==> src/rtl/ser_pkg.sv <==
// Shared state encoding and line constants for the bit serializer.
// The SER_PARITY_EN option is resolved in bit_serializer; this package is option-independent.
package ser_pkg;

  typedef logic [1:0] ser_state_t;

  localparam ser_state_t ST_IDLE  = 2'd0;
  localparam ser_state_t ST_SHIFT = 2'd1;
  localparam ser_state_t ST_PAR   = 2'd2;
  localparam ser_state_t ST_GAP   = 2'd3;

  // Level the serial line rests at between words; the downstream detector sees zeros.
  localparam logic SER_IDLE_LEVEL = 1'b0;

endpackage

==> src/rtl/ser_down_counter.sv <==
// Loadable down-counter with a zero flag.
// The count saturates at zero: a decrement request at zero has no effect.
module ser_down_counter #(
  parameter int WIDTH = 4
) (
  input  logic             clk,
  input  logic             reset,
  input  logic             load,
  input  logic [WIDTH-1:0] load_val,
  input  logic             dec,
  output logic             zero
);

  logic [WIDTH-1:0] count;

  always_ff @(posedge clk or posedge reset) begin
    if (reset) begin
      count <= '0;
    end else if (load) begin
      count <= load_val;
    end else if (dec && (count != '0)) begin
      count <= count - WIDTH'(1);
    end
  end

  assign zero = (count == '0);

endmodule

==> src/rtl/bit_serializer.sv <==
// Parallel-in, serial-out stage, MSB first, with optional inter-word idle gap.
// Define SER_PARITY_EN to append an even-parity bit after each word's LSB.
//
// state | meaning
// IDLE  | no word in flight, ready for a new word
// SHIFT | driving data bits, MSB first
// PAR   | driving the parity bit (SER_PARITY_EN only)
// GAP   | forced idle cycles between words
module bit_serializer
  import ser_pkg::*;
#(
  parameter int WIDTH = 8,
  parameter int GAP   = 0
) (
  input  logic             clk,
  input  logic             reset,
  input  logic [WIDTH-1:0] data_in,
  input  logic             data_valid,
  output logic             data_ready,
  output logic             ser_out,
  output logic             ser_valid,
  output logic             busy,
  output logic             word_done
);

  localparam int BCW     = $clog2(WIDTH);
  localparam int GCW     = (GAP > 0) ? $clog2(GAP + 1) : 1;
  localparam bit HAS_GAP = (GAP > 0);

  localparam logic [BCW-1:0] BIT_LOAD = BCW'(WIDTH - 1);
  localparam logic [GCW-1:0] GAP_LOAD = GCW'((GAP > 0) ? (GAP - 1) : 0);

  ser_state_t       state;
  ser_state_t       state_nxt;
  ser_state_t       after_word;
  ser_state_t       word_exit;
  logic [WIDTH-1:0] shreg;
  logic             bit_zero;
  logic             gap_zero;
  logic             last_bit;
  logic             final_cycle;
  logic             gap_last;
  logic             accept;
  logic             bit_dec;
  logic             gap_load;
  logic             gap_dec;

`ifdef SER_PARITY_EN
  logic parity;
`endif

  assign last_bit = (state == ST_SHIFT) && bit_zero;
  assign gap_last = (state == ST_GAP) && gap_zero;

`ifdef SER_PARITY_EN
  assign final_cycle = (state == ST_PAR);
`else
  assign final_cycle = last_bit;
`endif

  // Ready opens only on the cycle whose following edge can start a new word,
  // which keeps consecutive words exactly GAP idle cycles apart.
  assign data_ready = (state == ST_IDLE)
                    || (final_cycle && !HAS_GAP)
                    || gap_last;
  assign accept     = data_valid && data_ready;

  assign bit_dec  = (state == ST_SHIFT) && !bit_zero;
  assign gap_load = final_cycle && HAS_GAP;
  assign gap_dec  = (state == ST_GAP) && !gap_zero;

  ser_down_counter #(
    .WIDTH(BCW)
  ) u_bit_cnt (
    .clk      (clk),
    .reset    (reset),
    .load     (accept),
    .load_val (BIT_LOAD),
    .dec      (bit_dec),
    .zero     (bit_zero)
  );

  ser_down_counter #(
    .WIDTH(GCW)
  ) u_gap_cnt (
    .clk      (clk),
    .reset    (reset),
    .load     (gap_load),
    .load_val (GAP_LOAD),
    .dec      (gap_dec),
    .zero     (gap_zero)
  );

  assign after_word = accept ? ST_SHIFT : ST_IDLE;
  assign word_exit  = HAS_GAP ? ST_GAP : after_word;

  always_comb begin
    state_nxt = state;
    case (state)
      ST_IDLE: begin
        state_nxt = after_word;
      end
      ST_SHIFT: begin
        if (bit_zero) begin
`ifdef SER_PARITY_EN
          state_nxt = ST_PAR;
`else
          state_nxt = word_exit;
`endif
        end
      end
`ifdef SER_PARITY_EN
      ST_PAR: begin
        state_nxt = word_exit;
      end
`endif
      ST_GAP: begin
        if (gap_zero) begin
          state_nxt = after_word;
        end
      end
      default: begin
        state_nxt = ST_IDLE;
      end
    endcase
  end

  always_ff @(posedge clk or posedge reset) begin
    if (reset) begin
      state <= ST_IDLE;
      shreg <= '0;
    end else begin
      state <= state_nxt;
      if (accept) begin
        shreg <= data_in;
      end else if (state == ST_SHIFT) begin
        shreg <= {shreg[WIDTH-2:0], 1'b0};
      end
    end
  end

`ifdef SER_PARITY_EN
  // Parity is taken from the accepted word, since the shift register is consumed by then.
  always_ff @(posedge clk or posedge reset) begin
    if (reset) begin
      parity <= 1'b0;
    end else if (accept) begin
      parity <= ^data_in;
    end
  end
`endif

  always_comb begin
    ser_valid = 1'b0;
    ser_out   = SER_IDLE_LEVEL;
    case (state)
      ST_SHIFT: begin
        ser_valid = 1'b1;
        ser_out   = shreg[WIDTH-1];
      end
`ifdef SER_PARITY_EN
      ST_PAR: begin
        ser_valid = 1'b1;
        ser_out   = parity;
      end
`endif
      default: begin
        ser_valid = 1'b0;
        ser_out   = SER_IDLE_LEVEL;
      end
    endcase
  end

  assign busy      = (state != ST_IDLE);
  assign word_done = final_cycle;

endmodule

==> config.mk <==
export PLATFORM = sky130hd
export DESIGN_NAME = bit_serializer
export DESIGN_NICKNAME = d
export VERILOG_FILES = /design/src/rtl/ser_pkg.sv /design/src/rtl/ser_down_counter.sv /design/src/rtl/bit_serializer.sv
export SDC_FILE = /design/constraint.sdc
export NUM_CORES = 1
export LEC_CHECK = 0
export CAP_MARGIN = 30
export CORE_AREA = 4 4 41 43
export CTS_CLUSTER_DIAMETER = 60
export DETAILED_ROUTE_END_ITERATION = 12
export DIE_AREA = 0 0 45 47
export GPL_ROUTABILITY_DRIVEN = 0
export GPL_TIMING_DRIVEN = 0
export PLACE_DENSITY = 0.75
export SYNTH_ARGS = -nofsm -noshare
export SYNTH_HDL_FRONTEND = slang
export SYNTH_SLANG_ARGS = --single-unit
export TNS_END_PERCENT = 100
==> constraint.sdc <==
create_clock -name clk -period 2.9 [get_ports clk]
set_clock_uncertainty 0.2 [all_clocks]
set_input_delay 0.29 -clock clk [delete_from_list [all_inputs] [get_ports clk]]
set_output_delay 0.29 -clock clk [all_outputs]
set_load 0.02 [all_outputs]
==> results.txt <==
The flow ran to the end, and the final reports show no timing, DRC or antenna violations. The number of resized instances in the post-cts repair step is 0. Counting every instance in the synthesized netlist gives 61. The floorplan step defined a die boundary enclosing 2120 µm². In this run the worst path has a maximum fanout of 10. The number of buffers inserted for hold repair after clock tree synthesis came out at 0. The worst setup path is captured at an output port.

In this run the count of I/O pins placed on the die edge is 16. The share of the core filled with cells came out at 60.9%. The total number of vias is 482.

The layout overhead on the synthesized area came out at 32.7%. In this run the register-to-register setup slack is a little over 1 ns. Dividing total power by cell area gives a power density of roughly 1000 nW/µm². The pin count of the biggest net entering global routing is 13.

Static timing analysis puts the maximum clock frequency at between 0.3 and 0.4 GHz. The smallest clock period supported by the final layout is computed as 2.62 ns. The sort of element at the start of the critical path is a register.

After detailed routing, the met2 layer carries 579 µm of wire. The antenna diode count came out at 0. The critical register-to-register path startpoint is u_bit_cnt.count[0].

The clock latency on the worst-skew pair is 0.28 ns. For this run the aggregate overflow at the end of global routing stands at 0. The final critical-path share of the clock period is 90.3%. The detailed-route DRC error count is 0. The tightest slew margin relative to the limit came out at 69.6%.

The detailed-router iteration count before antenna repair is 4. The synthesis warning total is 0. The number of nets in the synthesized netlist is 74.

The starting density of the core is between 40 and 50%. In this run the horizontal extent of the chip is 45 µm. The number of violations reported at the end of detailed-routing iteration 0 came out at 11.

The highest metal layer carrying signal wires in the routed design is met4. The root buffer cell chosen for the clock tree is sky130_fd_sc_hd__clkbuf_4. The setup path with the least slack is of type reg -> out.

The number of synthesized register bits came out at 12. TritonCTS built the clock tree. VDD sags by at most 481 µV. The largest individual stage delay along the critical path comes from the cell sky130_fd_sc_hd__clkdlybuf4s50_1. The buffers inserted during post-CTS setup optimization came out at 0. The detail-routed via count per cell came out at 5.13. The worst reg-to-reg path cell count is 8. The number of antenna violations at the first check in global routing was 0. The launching element of the worst setup path is u_bit_cnt.count[0]. The final hold violation count is 0.

Setup repair after global routing left no endpoint under its margin. In this run, CTS created clock tree buffers numbering 3. The floorplan has 13 rows. For this block, wires on met1 add up to 541 µm. The most numerous cell type found on the critical path is sky130_fd_sc_hd__ha_1.

The critical path ends at data_ready. The vertical die dimension came out at roughly 47 µm. Traced cell by cell, the critical path runs through inv_1 -> ha_1 -> ha_1 -> and2b_4 -> inv_4 -> buf_6 -> clkdlybuf4s50_1. The maximum buffer depth of the clock tree came out at 2.

The amount of wire on met3 after detailed routing came out at 82 µm. The slew at the pin closest to its max-slew limit is approximately 0.46 ns. The setup violation total in the final timing report is 0. The number of max-slew violations in the final report came out at 0. CTS saw 12 sinks.

Cells with a size suffix above 1 make up 13.9% of the layout. The cell leakage power came out at roughly 0.38 nW. Clock-pin slew was measured on the worst setup and hold paths at 0.08 ns. The number of port buffers came out at 14. The detailed-route wire length came out at approximately 1200 µm. The share of the Yosys chip area taken by registers is roughly 50%. After floorplanning, the core was sized to cover 1300 µm². The total global routing track utilization is 15.2%. The critical path data arrival time came out at roughly 2.1 ns. The synthesized area per cell came out at between 9 and 10 µm². The post-synth design cell area came out at 597 µm². The number of maximum-capacitance constraint violations is 0. The first global-routing pass estimated 2190 µm of wire.

The unique cell type count in the Yosys netlist is 23. The delay contributed by the slowest stage of the critical path came out at 0.53 ns. In this run the critical register-to-register path is captured at shreg[2]. The via count of the first global-routing pass came out at 461. The average wire per cell in the routed design is 13.1 µm.

The number of levels in the clock H-tree is 1. The worst min-delay path class is in -> async. The HPWL after detailed placement is 892 µm. The data required time at the worst endpoint came out at around 2.4 ns. Once detail routing completed, the nets flagged for antenna violations numbered 0. The setup TNS is 0 ns. The number of nets in the layout is 93.
layer usage:
layer | vias to the layer above | track usage [%]
li1 | 247 | -
met1 | 213 | 19.0
met2 | 18 | 23.2
met3 | 4 | 4.98
met4 | 0 | 8.77
met5 | - | 0
how the worst min path moves through the flow:
| stage | depth (start not counted) | end | slack (ns) | from |
|---|---|---|---|---|
| 2_1_floorplan | 1 | shreg[0] | -0.05 | reset |
| 3_3_place_gp | 1 | u_bit_cnt.count[0] | 0.26 | u_bit_cnt.count[0] |
| 3_5_place_dp | 2 | shreg[5] | 0.26 | shreg[4] |
| 4_1_cts | 2 | shreg[2] | 0.13 | reset |
| 5_1_grt | 2 | u_bit_cnt.count[1] | 0.15 | reset |
| 6_report | 2 | u_bit_cnt.count[2] | 0.11 | reset |
cells in the final DEF (no fill, tap or decap):
cell / synthesis / final
sky130_fd_sc_hd__a21boi_1: 1 / 1
sky130_fd_sc_hd__clkbuf_8: 0 / 1
sky130_fd_sc_hd__and2b_4: 1 / 1
sky130_fd_sc_hd__nor2_1: 1 / 1
sky130_fd_sc_hd__nand2b_1: 1 / 1
sky130_fd_sc_hd__o21ai_1: 2 / 2
sky130_fd_sc_hd__mux2_2: 2 / 2
sky130_fd_sc_hd__clkdlybuf4s50_1: 0 / 14
sky130_fd_sc_hd__inv_1: 7 / 7
sky130_fd_sc_hd__buf_2: 1 / 1
sky130_fd_sc_hd__inv_4: 1 / 1
sky130_fd_sc_hd__ha_1: 2 / 2
sky130_fd_sc_hd__o21ai_0: 2 / 2
sky130_fd_sc_hd__o32ai_1: 1 / 1
sky130_fd_sc_hd__buf_6: 1 / 1
sky130_fd_sc_hd__buf_4: 1 / 1
sky130_fd_sc_hd__a32oi_1: 5 / 5
sky130_fd_sc_hd__nor3_1: 1 / 1
sky130_fd_sc_hd__o22ai_1: 2 / 2
sky130_fd_sc_hd__clkbuf_4: 0 / 3
sky130_fd_sc_hd__dfrtp_1: 12 / 12
sky130_fd_sc_hd__a31oi_1: 2 / 2
sky130_fd_sc_hd__nand2_1: 11 / 11
sky130_fd_sc_hd__a21oi_1: 1 / 1
sky130_fd_sc_hd__and2_1: 2 / 2
sky130_fd_sc_hd__clkbuf_1: 1 / 1
synthesized netlist by cell type:
| cell type | number | share of area (%) |
|---|---|---|
| sky130_fd_sc_hd__o21ai_1 | 2 | 1.7 |
| sky130_fd_sc_hd__nand2_1 | 11 | 6.9 |
| sky130_fd_sc_hd__o32ai_1 | 1 | 1.5 |
| sky130_fd_sc_hd__dfrtp_1 | 12 | 50 |
| sky130_fd_sc_hd__nor3_1 | 1 | 0.84 |
| sky130_fd_sc_hd__inv_4 | 1 | 1.0 |
| sky130_fd_sc_hd__ha_1 | 2 | 4.2 |
| sky130_fd_sc_hd__o21ai_0 | 2 | 1.7 |
| sky130_fd_sc_hd__buf_2 | 1 | 0.84 |
| sky130_fd_sc_hd__nor2_1 | 1 | 0.63 |
| sky130_fd_sc_hd__mux2_2 | 2 | 3.8 |
| sky130_fd_sc_hd__a32oi_1 | 5 | 7.3 |
| sky130_fd_sc_hd__o22ai_1 | 2 | 2.1 |
| sky130_fd_sc_hd__a31oi_1 | 2 | 2.1 |
| sky130_fd_sc_hd__a21boi_1 | 1 | 1.3 |
| sky130_fd_sc_hd__nand2b_1 | 1 | 1.0 |
| sky130_fd_sc_hd__buf_4 | 1 | 1.3 |
| sky130_fd_sc_hd__a21oi_1 | 1 | 0.84 |
| sky130_fd_sc_hd__inv_1 | 7 | 4.4 |
| sky130_fd_sc_hd__and2b_4 | 1 | 1.7 |
| sky130_fd_sc_hd__and2_1 | 2 | 2.1 |
| sky130_fd_sc_hd__buf_6 | 1 | 1.9 |
| sky130_fd_sc_hd__clkbuf_1 | 1 | 0.63 |
worst max-delay path, delay by kind of cell (launching register included):
| kind | cells | cell delay (ns) |
|---|---|---|
| fa+ha+maj | 2 | 0.40 |
| buf+inv | 4 | 0.78 |
| flops | 1 | 0.39 |
| simple gates | 1 | 0.29 |
area by class of cell:
cell class | count | area (µm²)
multi-input cells | 37 | 236
plain buffers | 4 | 27.5
flip-flops and latches | 12 | 300
inverters | 8 | 32.5
repair buffers | 14 | 140
well taps | 15 | 18.8
clock buffers | 4 | 36.3
fillers | 115 | 509
power by group:
part	switching [mW]	internal, mW
sequential	0.0469	0.236
combinational	0.188	0.180
clock	0.0575	0.0764
total	0.292	0.493
metrics by stage:
stage | cells | worst slack, ns | hold WS (ns) | power, mW | instance area [µm²]
2_1_floorplan | 61 | 1.14 | -0.0453 | 0.532 | 597
3_3_place_gp | 90 | 0.621 | 0.257 | 0.638 | 756
3_5_place_dp | 90 | 0.576 | 0.258 | 0.657 | 756
4_1_cts | 94 | 0.259 | 0.130 | 0.795 | 792
5_1_grt | 94 | 0.142 | 0.152 | 0.868 | 792
6_report | 94 | 0.282 | 0.111 | 0.784 | 792
kinds of logic (layout without fill, tap and decap cells):
group / count (synthesis) / count (layout) / share of synthesized area [%]
AND/OR/NAND/NOR: 17 / 17 / 13.2
adder cells (fa/ha/maj): 2 / 2 / 4.19
multiplexers: 2 / 2 / 3.77
buffers and inverters: 12 / 30 / 10.1
AO/OA/AOI/OAI: 16 / 16 / 18.4
flip-flops: 12 / 12 / 50.3
flip-flops by register name (all words and copies together) (netlist names):
register         cells
u_bit_cnt.count      3
shreg                8
state                1
No activity file was read; power rests on OpenSTA's default activity.
